### src/rtl/delaychain_probe.sv
// delaychain_probe: launch-and-capture latency measurement for an 8-lane delay chain.
// Drives one controlled edge into a selected lane, watches the same lane at the
// chain output and reports arrival latency in cycles, or a timeout.
// Optional build macro DELAYPROBE_SYNC_EN: inserts a 2-flop synchronizer on sense
// (adds 2 cycles to every reported latency).
module delaychain_probe #(
    parameter int unsigned CNT_W   = 12,
    parameter int unsigned TIMEOUT = 2047
) (
    input  logic             clk,
    input  logic             rst_n,
    input  logic             start_i,
    input  logic [2:0]       lane_sel_i,
    input  logic             edge_pol_i,
    output logic [7:0]       launch_o,
    input  logic [7:0]       sense_i,
    output logic             busy_o,
    output logic             done_o,
    output logic             timeout_o,
    output logic             stage_err_o,
    output logic [CNT_W-1:0] latency_o
);

    localparam logic [2:0] StIdle   = 3'd0;
    localparam logic [2:0] StSettle = 3'd1;
    localparam logic [2:0] StLaunch = 3'd2;
    localparam logic [2:0] StWait   = 3'd3;
    localparam logic [2:0] StDone   = 3'd4;

    localparam logic [CNT_W-1:0] TimeoutVal = CNT_W'(TIMEOUT);

    logic [2:0]       state_q, state_d;
    logic [2:0]       lane_q, lane_d;
    logic             pol_q, pol_d;
    logic [CNT_W-1:0] cnt_q, cnt_d;
    logic [7:0]       launch_q, launch_d;
    logic             timeout_q, timeout_d;
    logic             stage_err_q, stage_err_d;
    logic [CNT_W-1:0] latency_q, latency_d;
    logic [7:0]       sense_c;
    logic             lane_sense;

`ifdef DELAYPROBE_SYNC_EN
    logic [7:0] sync1_q, sync2_q;

    // Two-flop synchronizer per lane for chains built from unclocked delay cells.
    always_ff @(posedge clk or negedge rst_n) begin
        if (!rst_n) begin
            sync1_q <= '0;
            sync2_q <= '0;
        end else begin
            sync1_q <= sense_i;
            sync2_q <= sync1_q;
        end
    end

    assign sense_c = sync2_q;
`else
    assign sense_c = sense_i;
`endif

    assign lane_sense = sense_c[lane_q];

    // Measurement FSM: settle to the idle level, launch the edge, time its arrival.
    always_comb begin
        state_d     = state_q;
        lane_d      = lane_q;
        pol_d       = pol_q;
        cnt_d       = cnt_q;
        timeout_d   = timeout_q;
        stage_err_d = stage_err_q;
        latency_d   = latency_q;
        case (state_q)
            StIdle: begin
                if (start_i) begin
                    state_d     = StSettle;
                    lane_d      = lane_sel_i;
                    pol_d       = edge_pol_i;
                    cnt_d       = '0;
                    timeout_d   = 1'b0;
                    stage_err_d = 1'b0;
                    latency_d   = '0;
                end
            end
            StSettle: begin
                // Settling takes priority over a counter that just reached the limit.
                if (lane_sense == pol_q) begin
                    state_d = StLaunch;
                end else if (cnt_q == TimeoutVal) begin
                    timeout_d   = 1'b1;
                    stage_err_d = 1'b1;
                    latency_d   = TimeoutVal;
                    state_d     = StDone;
                end else begin
                    cnt_d = cnt_q + 1'b1;
                end
            end
            StLaunch: begin
                cnt_d   = '0;
                state_d = StWait;
            end
            StWait: begin
                // Detection in the cycle the counter hits the limit is still a detection.
                if (lane_sense != pol_q) begin
                    latency_d = cnt_q;
                    state_d   = StDone;
                end else if (cnt_q == TimeoutVal) begin
                    timeout_d = 1'b1;
                    latency_d = TimeoutVal;
                    state_d   = StDone;
                end else begin
                    cnt_d = cnt_q + 1'b1;
                end
            end
            StDone: begin
                state_d = StIdle;
            end
            default: begin
                state_d = StIdle;
            end
        endcase
    end

    // Launch drive follows the next state so the edge appears exactly at LAUNCH exit.
    always_comb begin
        launch_d = '0;
        case (state_d)
            StSettle, StLaunch: launch_d[lane_d] = pol_d;
            StWait:             launch_d[lane_d] = ~pol_d;
            default:            launch_d = '0;
        endcase
    end

    // State, configuration, counter and result registers.
    always_ff @(posedge clk or negedge rst_n) begin
        if (!rst_n) begin
            state_q     <= StIdle;
            lane_q      <= '0;
            pol_q       <= 1'b0;
            cnt_q       <= '0;
            launch_q    <= '0;
            timeout_q   <= 1'b0;
            stage_err_q <= 1'b0;
            latency_q   <= '0;
        end else begin
            state_q     <= state_d;
            lane_q      <= lane_d;
            pol_q       <= pol_d;
            cnt_q       <= cnt_d;
            launch_q    <= launch_d;
            timeout_q   <= timeout_d;
            stage_err_q <= stage_err_d;
            latency_q   <= latency_d;
        end
    end

    assign launch_o    = launch_q;
    assign busy_o      = (state_q != StIdle);
    assign done_o      = (state_q == StDone);
    assign timeout_o   = timeout_q;
    assign stage_err_o = stage_err_q;
    assign latency_o   = latency_q;

endmodule

### config.mk
export PLATFORM = sky130hd
export DESIGN_NAME = delaychain_probe
export DESIGN_NICKNAME = d
export VERILOG_FILES = /design/src/rtl/delaychain_probe.sv
export SDC_FILE = /design/constraint.sdc
export NUM_CORES = 1
export LEC_CHECK = 0
export BUFFER_PORTS_ARGS = -buffer_cell sky130_fd_sc_hd__buf_2
export CORE_MARGIN = 5
export CORE_UTILIZATION = 28
export CTS_CLUSTER_DIAMETER = 60
export DETAILED_ROUTE_END_ITERATION = 12
export PLACE_DENSITY = 0.51
export SLEW_MARGIN = 0
export SYNTH_ARGS = -nofsm -noshare
export SYNTH_HDL_FRONTEND = slang
export SYNTH_SLANG_ARGS = --single-unit
### constraint.sdc
create_clock -name clk -period 5.1 [get_ports clk]
set_clock_uncertainty 0.2 [all_clocks]
set_input_delay 1.02 -clock clk [delete_from_list [all_inputs] [get_ports clk]]
set_output_delay 1.02 -clock clk [all_outputs]
set_load 0.005 [all_outputs]
==> results of run 1 <==
[worst max-delay path, delay by kind of cell]
family / cells / cell delay, ps
AOI/OAI and AO/OA: 1 / 200
muxes: 2 / 920
xor gates and xnor gates: 1 / 260
and+or+nand+nor: 1 / 660
buffers and inverters: 1 / 100
[worst max-delay path by stage]
stage	start	endpoint	slack (ps)
5_1_grt	sense_i[2]	latency_o[2]	1700
3_3_place_gp	sense_i[6]	latency_o[10]	1610
4_1_cts	sense_i[2]	latency_o[2]	1870
6_report	sense_i[2]	latency_o[2]	1870
3_5_place_dp	sense_i[2]	latency_o[2]	1580
2_1_floorplan	start_i	launch_o[3]	1820
[layer usage]
metal  vias to the layer above  share of wire  global-route usage
li1                       1013              -                   -
met1                      1035           0.46               0.168
met2                        44           0.48               0.209
met3                         7          0.050              0.0250
met4                         0          0.010              0.0353
met5                         -              0                   0
[cells by family (layout without fill, tap and decap cells)]
group / after synthesis / in the layout / share of synthesized area
compound gates: 84 / 84 / 0.253
simple gates: 84 / 84 / 0.173
flops: 41 / 41 / 0.427
buf+inv: 23 / 57 / 0.0438
mux: 14 / 14 / 0.0688
xor+xnor: 3 / 3 / 0.0245
fa+ha+maj: 2 / 2 / 0.00990
[cell type report]
type,instances,area (sq um)
Inverter,8,30.0
Tap cell,105,131
Timing Repair Buffer,42,220
Sequential cell,41,1030
Multi-Input combinational cell,187,1270
Fill cell,876,5540
Clock buffer,7,86.3
[per-stage QoR]
| stage | hold slack [ps] | worst slack [ps] | cells | total power (W) | instance area [sq um] |
|---|---|---|---|---|---|
| 2_1_floorplan | 289 | 1820 | 251 | 0.00106 | 2400 |
| 3_3_place_gp | 319 | 1610 | 383 | 0.00124 | 2680 |
| 3_5_place_dp | 320 | 1580 | 383 | 0.00125 | 2680 |
| 4_1_cts | 342 | 1870 | 390 | 0.00147 | 2760 |
| 5_1_grt | 371 | 1700 | 390 | 0.00160 | 2760 |
| 6_report | 332 | 1870 | 390 | 0.00146 | 2760 |
[cells in the final DEF, fill, tap and decap left out, drive strengths merged, types with 2 or more instances in the layout]
cell	synthesis	routed
a2111oi	5	5
a211o	5	5
a211oi	5	5
a21boi	2	2
a21o	3	3
a21oi	18	18
a22oi	3	3
and2	5	5
and3	2	2
buf	5	42
clkbuf	10	7
dfrtp	41	41
inv	7	7
mux2	7	7
mux2i	6	6
nand2	24	24
nand2b	7	7
nand3	8	8
nand4	3	3
nor2	16	16
nor3	10	10
nor4	2	2
o2111ai	2	2
o211ai	2	2
o21ai	15	15
o2bb2ai	5	5
o311ai	3	3
o41ai	5	5
or3	2	2
[power by group]
group          leakage, nW  switching (W)  internal, W  total (W)
combinational        0.610       0.000510     0.000263   0.000773
sequential           0.555      0.0000835     0.000383   0.000467
clock               0.0443       0.000111     0.000108   0.000219
[state kept, by name (all words and copies together) (netlist names)]
name         cells
cnt_q           12
latency_o       12
launch_o         8
lane_q           3
state_q          3
pol_q            1
stage_err_o      1
timeout_o        1
==> flow_summary.yaml, run 1 <==
setup_path:
  worstPathArrival_ps: 3170
  path_cells: "buf_2 -> mux2_1 -> mux4_2 -> xnor2_1 -> nor2_1 -> a221oi_1"
  worstPathMaxFanout: 10
  timing_worst_setup_path_type: "input pin to register"
  crit_slowest_cell: "nor2_1"
  rrSetupSlack_ps: 2120
  r2r_cells: 5
  critPathCaptureType: "register"
  worstReg2RegEnd: "latency_o[2]"
  r2r-start: "lane_q[1]"
  cp.required_ps: 5040
  slowest_delay_ps: 660
  crit_path_start_kind: "input pin"
timing:
  slew_headroom: 0.389
  period_minus_slack_ps: 3230
  hold_viol: 0
  fin_crit_sh: 0.633
  setup_viol: 0
  max_freq_mhz: 310
  tns_ps: 0
  rsz0062_at_grt: "no"
  tightest_slew_ps: 916
  maxSlewViolCount: 0
route:
  vias: 2099
  ant_nets: 0
  drt-initial-drc-count: 103
  drc_errors: 0
  firstDrtPassIters: 4
  post_drt_wl_per_cell_microns: 16.0
  routed_via_density: 5.38
  wl_microns: 6250
grt:
  grt_usage: 0.126
  grt.overflow.total: 0
  antenna_found_initial: 0
  grt_first_pass_wirelength_microns: 10500
  grt_pass1_vias: 2042
  grt_max_degree: 42
final_layout:
  antennaDiodeCount: 0
  area_delta_synth_final_pct: 15.1
  drive_gt1_frac: 0.207
  utilization: 0.333
  fin_nets: 301
synth:
  synthTopCellsByArea: "dfrtp_1, a21oi_1, nand2_1"
  ys.flop_type: "dfrtp_1"
  yosysWarnings: 0
  netlist_area_sq_mm: 0.00240
  ys_seq_elements: 41
  ys_types: 56
  synth_top_cell_by_area: "dfrtp_1"
  yosysMostFrequentCell: "dfrtp_1"
  yosysSeqAreaShare: 0.427
  netlist.area_leader.share: 0.427
  synth_nets: 267
  synth_common_cells: "dfrtp_1, nand2_1, a21oi_1, nor2_1, o21ai_0"
  synth_cells: 251
  syn_avg_cell_area_sq_um: 9.57
  synth-edff-count: 0
  async_flop_share: 1.00
clocking:
  cts_setup_buffers: 0
  post_cts_resized: 0
  cts_hold_buf: 0
  cts-root-buf: "clkbuf_8"
  cts_tree: "yes"
  clock_sinks: 41
  clk_latency_ps: 290
  cts-buffers-inserted: 5
  path_clk_slew_ps: 80
  clockBufferDepth: 2
  htreeDepth: 2
hold_path:
  min_from: "latency_o[1]"
  hold_class: "register to register"
  min_delay_path_depth: 2
  min_to: "latency_o[1]"
floorplan:
  fp.dieW_microns: 103
  die-area_sq_mm: 0.0105
  core_sq_mm: 0.00830
  rows: 33
  floorplan.initialDensity: 0.289
  io_pins: 39
  chipHeight_microns: 103
power:
  max-vdd-ir-drop_v: 0.000195
  power.density_mw_per_mm2: 528
  p_leak_nw: 1.21
placed_design:
  port_buffers: 38
  gp_congestion: 0.799
  dp_hpwl_microns: 4400
run:
  max_cap_viol_count: 0
outcome:
  status: "completed"
Power figures use the tool's default switching activity.
==> run 2: changes to the inputs <==
==> constraint.sdc (replaced) <==
create_clock -name clk -period 3.2 [get_ports clk]
set_clock_uncertainty 0.2 [all_clocks]
set_input_delay 0.64 -clock clk [delete_from_list [all_inputs] [get_ports clk]]
set_output_delay 0.64 -clock clk [all_outputs]
set_load 0.005 [all_outputs]
==> run 2 against run 1 <==
Net effect:
- count of clock-buffer cells in the layout fell by 1
- via count about the same
- power up 76%
- critical endpoint is now launch_o[5]
- flip-flop and latch count did not move
- critical path depth down 1
- first-iteration DRC count increased by 4.9%
- critical path type is now register to register
- clock power increased by 100%
- combinational power is 85% higher
- cell count grew 2.8%
- highest routed layer unchanged
- register-to-register slack worse by 1800 ps
- hold slack worse by 54 ps
==> flow_summary.yaml, run 2 (synthesis gave the netlist of run 1 again) <==
placed_design:
  placed_cell_area_sq_mm: 0.00275
  gp_congestion: 0.774
  port_buffers: 38
  dp_hpwl_microns: 4500
route:
  wl_microns: 6220
  drc_errors: 0
  routed_via_density: 5.24
  post_drt_wl_per_cell_microns: 15.5
  vias: 2100
  ant_nets: 0
  firstDrtPassIters: 4
  drt-initial-drc-count: 108
floorplan:
  fp.dieW_microns: 103
  floorplan.initialDensity: 0.289
  rows: 33
  die-area_sq_mm: 0.0105
  core_sq_mm: 0.00830
  io_pins: 39
  chipHeight_microns: 103
run:
  max_cap_viol_count: 0
timing:
  max_freq_mhz: 345
  hold_viol: 0
  period_minus_slack_ps: 2890
  maxSlewViolCount: 0
  tns_ps: 0
  tightest_slew_ps: 923
  fin_crit_sh: 0.905
  rsz0062_at_grt: "no"
  slew_headroom: 0.385
  whs_ps: 278
  setup_viol: 0
clocking:
  cts-root-buf: "clkbuf_8"
  cts_hold_buf: 0
  clock_sinks: 41
  post_cts_resized: 0
  cts_setup_buffers: 0
  path_clk_slew_ps: 80
  clk_latency_ps: 290
  htreeDepth: 2
  cts-buffers-inserted: 5
  clockBufferDepth: 2
  cts_tree: "yes"
final_layout:
  antennaDiodeCount: 0
  drive_gt1_frac: 0.240
  final_area_sq_mm: 0.00287
  mostFrequentLayoutCells: "dfrtp_1, buf_2, nand2_1"
  final_common_cell: "dfrtp_1"
  multi_input_area_sq_mm: 0.00127
  area_delta_synth_final_pct: 19.6
  n_fill_cell: 854
  regArea_sq_mm: 0.00103
  fin_nets: 311
outcome:
  status: "completed"
power:
  max-vdd-ir-drop_v: 0.000278
  power.density_mw_per_mm2: 893
  p_leak_nw: 1.27
grt:
  grt.overflow.total: 0
  grt_pass1_vias: 2060
  antenna_found_initial: 0
  grt_max_degree: 42
  grt_first_pass_wirelength_microns: 10400
  grt_usage: 0.125
hold_path:
  hold_class: "input pin to asynchronous set/reset pin"
setup_path:
  worstPathMaxFanout: 10
  timing_worst_setup_path_type: "register to register"
  worstPathArrival_ps: 2860
  crit_path_start_kind: "register"
  critPathCaptureType: "register"
  cp.required_ps: 3170
-- run 2: cell count changes in the layout (fill, tap and decap cells not counted), sizes merged --
cell,before,now
clkinvlp,0,1
buf,42,52
clkbuf,7,6
bufinv,0,1
-- run 2: final cells by class --
cell class	instances	area share
well taps	105	0.0457
inverters	8	0.0105
multi-input cells	187	0.442
clock buffers	6	0.0287
repair buffers	52	0.103
flip-flops and latches	41	0.357
clock inverters	2	0.0131
-- run 2: worst max-delay path: stages, from the launching register on --
cell and delay (ps):
dfrtp_1 490, mux2_1 350, mux4_2 620, xor2_4 240, maj3_2 440, a2111oi_1 420
-- run 2: where the power goes --
part           switching (W)  leakage, nW  total, W  internal, W
Sequential         0.0000866        0.555  0.000699     0.000612
Combinational       0.000890        0.660   0.00143     0.000537
Clock               0.000188       0.0574  0.000442     0.000254
Total                0.00116         1.27   0.00257      0.00140
-- run 2: routing by layer --
layer,part of all wire,up-vias,GRT usage
met1,0.45,1009,0.164
li1,-,1039,-
met5,0,-,0
met3,0.055,5,0.0230
met4,0.0063,0,0.0404
met2,0.49,47,0.210
-- run 2: final timing paths --
kind,startpoint,to,slack (ps),cells after the start
worst min-delay path,rst_n,lane_q[1],280,1
worst min register to register,timeout_o,timeout_o,310,2
worst max-delay path,lane_q[1],launch_o[5],310,5
min in group clk,timeout_o,timeout_o,310,2
max in group asynchronous,rst_n,cnt_q[0],1940,1
worst max register to register,lane_q[1],launch_o[5],310,5
-- run 2: per-stage QoR --
step	cells	setup slack, ps	total power (W)	util
after floorplan	251	298	0.00168	-
after global placement	393	156	0.00212	0.332
after detailed placement	393	94.3	0.00214	0.332
after CTS	401	273	0.00260	0.346
after global routing	401	84.1	0.00276	0.346
final	401	305	0.00257	0.346
==> run 3: changes to the inputs <==
--- a/config.mk
+++ b/config.mk
@@ -10,7 +10,6 @@
 export CORE_UTILIZATION = 28
 export CTS_CLUSTER_DIAMETER = 60
 export DETAILED_ROUTE_END_ITERATION = 12
-export PLACE_DENSITY = 0.51
 export SLEW_MARGIN = 0
 export SYNTH_ARGS = -nofsm -noshare
 export SYNTH_HDL_FRONTEND = slang
==> run 3 against run 2 <==
Net effect:
- clock power fell by 1%
- fmax fell by 0.35%
- wire length fell by 1.3%
- utilization fell by 0.23 points
- combinational power fell by 4%
==> flow_summary.yaml, run 3 (synthesis gave the netlist of run 1 again) <==
placed_design:
  dp.cells: 391
  gp_congestion: 0.804
  placed_cell_area_sq_mm: 0.00274
  dp_hpwl_microns: 4430
  post-place-ws_ps: 81.0
  port_buffers: 38
clocking:
  cts_setup_buffers: 0
  post_cts_resized: 0
  cts-root-buf: "clkbuf_8"
  htreeDepth: 2
  path_clk_slew_ps: 80
  cts_tree: "yes"
  cts_hold_buf: 0
  clk_latency_ps: 300
  clockBufferDepth: 2
  clock_sinks: 41
  cts-buffers-inserted: 5
final_layout:
  mostFrequentLayoutCells: "dfrtp_1, buf_2, nand2_1"
  regArea_sq_mm: 0.00103
  finalNonFillerCells: 399
  area_delta_synth_final_pct: 18.9
  final_common_cell: "dfrtp_1"
  antennaDiodeCount: 0
  drive_gt1_frac: 0.231
  fin_nets: 309
  final_area_sq_mm: 0.00285
  n_fill_cell: 853
  multi_input_area_sq_mm: 0.00127
setup_path:
  critPathCaptureType: "register"
  path_cells: "mux2_1 -> mux4_2 -> xor2_4 -> maj3_2 -> a2111oi_1"
  worst-path-buf-inv: 0
  slowest_delay_ps: 620
  crit_slowest_cell: "mux4_2"
  r2r-start: "lane_q[1]"
  timing_worst_setup_path_type: "register to register"
  cp_top_family: "multiplexers"
  crit_path_start_kind: "register"
  worstPathMaxFanout: 10
  cp.required_ps: 3160
  worstPathArrival_ps: 2870
  critPathLaunch: "lane_q[1]"
floorplan:
  die-area_sq_mm: 0.0105
  rows: 33
  floorplan.initialDensity: 0.289
  core_sq_mm: 0.00830
  fp.dieW_microns: 103
  chipHeight_microns: 103
  io_pins: 39
timing:
  maxSlewViolCount: 0
  tightest_slew_ps: 907
  max_freq_mhz: 344
  rsz0062_at_grt: "no"
  period_minus_slack_ps: 2900
  whs_ps: 269
  layout_setup_ws_ps: 295
  fin_crit_sh: 0.908
  setup_viol: 0
  slew_headroom: 0.395
  tns_ps: 0
  hold_viol: 0
route:
  routed_via_density: 5.33
  drt-initial-drc-count: 93
  firstDrtPassIters: 4
  post_drt_wl_per_cell_microns: 15.4
  vias: 2128
  ant_nets: 0
  drc_errors: 0
  wl_microns: 6140
power:
  p_leak_nw: 1.26
  max-vdd-ir-drop_v: 0.000300
  power.density_mw_per_mm2: 879
grt:
  grt_pass1_vias: 2165
  grt.overflow.total: 0
  grt_max_degree: 42
  grt_first_pass_wirelength_microns: 10300
  antenna_found_initial: 0
  grt_usage: 0.123
hold_path:
  hold_class: "input pin to asynchronous set/reset pin"
outcome:
  status: "completed"
run:
  max_cap_viol_count: 0
## run 3: cell count changes in the layout (fill, tap and decap cells not counted)
cell / change
buf_4: -2
clkbuf_1: +1
clkinvlp_4: -1
## run 3: metal layers
metal,global-route usage,vias up,wire length (microns)
met5,0,-,0
met4,0.0474,0,129
met3,0.0304,14,417
met2,0.208,65,2910
met1,0.152,1018,2690
li1,-,1031,-
## run 3: final cells by class
class | instances | area share
repair buffers | 50 | 0.0982
flip-flops and latches | 41 | 0.359
multi-input cells | 187 | 0.445
well taps | 105 | 0.0460
inverters | 8 | 0.0105
clock inverters | 1 | 0.0105
clock buffers | 7 | 0.0302
## run 3: worst paths after layout
| kind | to | depth (start not counted) | slack, ps |
|---|---|---|---|
| worst max-delay path | launch_o[3] | 5 | 300 |
| worst min-delay path | launch_o[6] | 1 | 270 |
| worst max register to register | launch_o[3] | 5 | 300 |
| worst min register to register | timeout_o | 2 | 310 |
| max in group asynchronous | latency_o[0] | 1 | 1960 |
| min in group clk | timeout_o | 2 | 310 |
## run 3: worst register-to-register path: cells and delay by family, from the launching register on
family	cells	cell delay (ps)
xor gates and xnor gates	1	240
muxes	2	980
DFF	1	490
adders and majority gates	1	430
AOI/OAI and AO/OA	1	430
## run 3: power breakdown
group	leakage (nW)	internal [W]	switching, W
Sequential	0.555	0.000612	0.0000868
Clock	0.0585	0.000254	0.000182
Combinational	0.651	0.000510	0.000864
Total	1.26	0.00138	0.00113
## run 3: metrics by stage
stage	power, W	util
floorplan	0.00168	-
global placement	0.00206	0.330
detailed placement	0.00209	0.330
CTS	0.00253	0.344
global route	0.00273	0.344
finish	0.00251	0.344
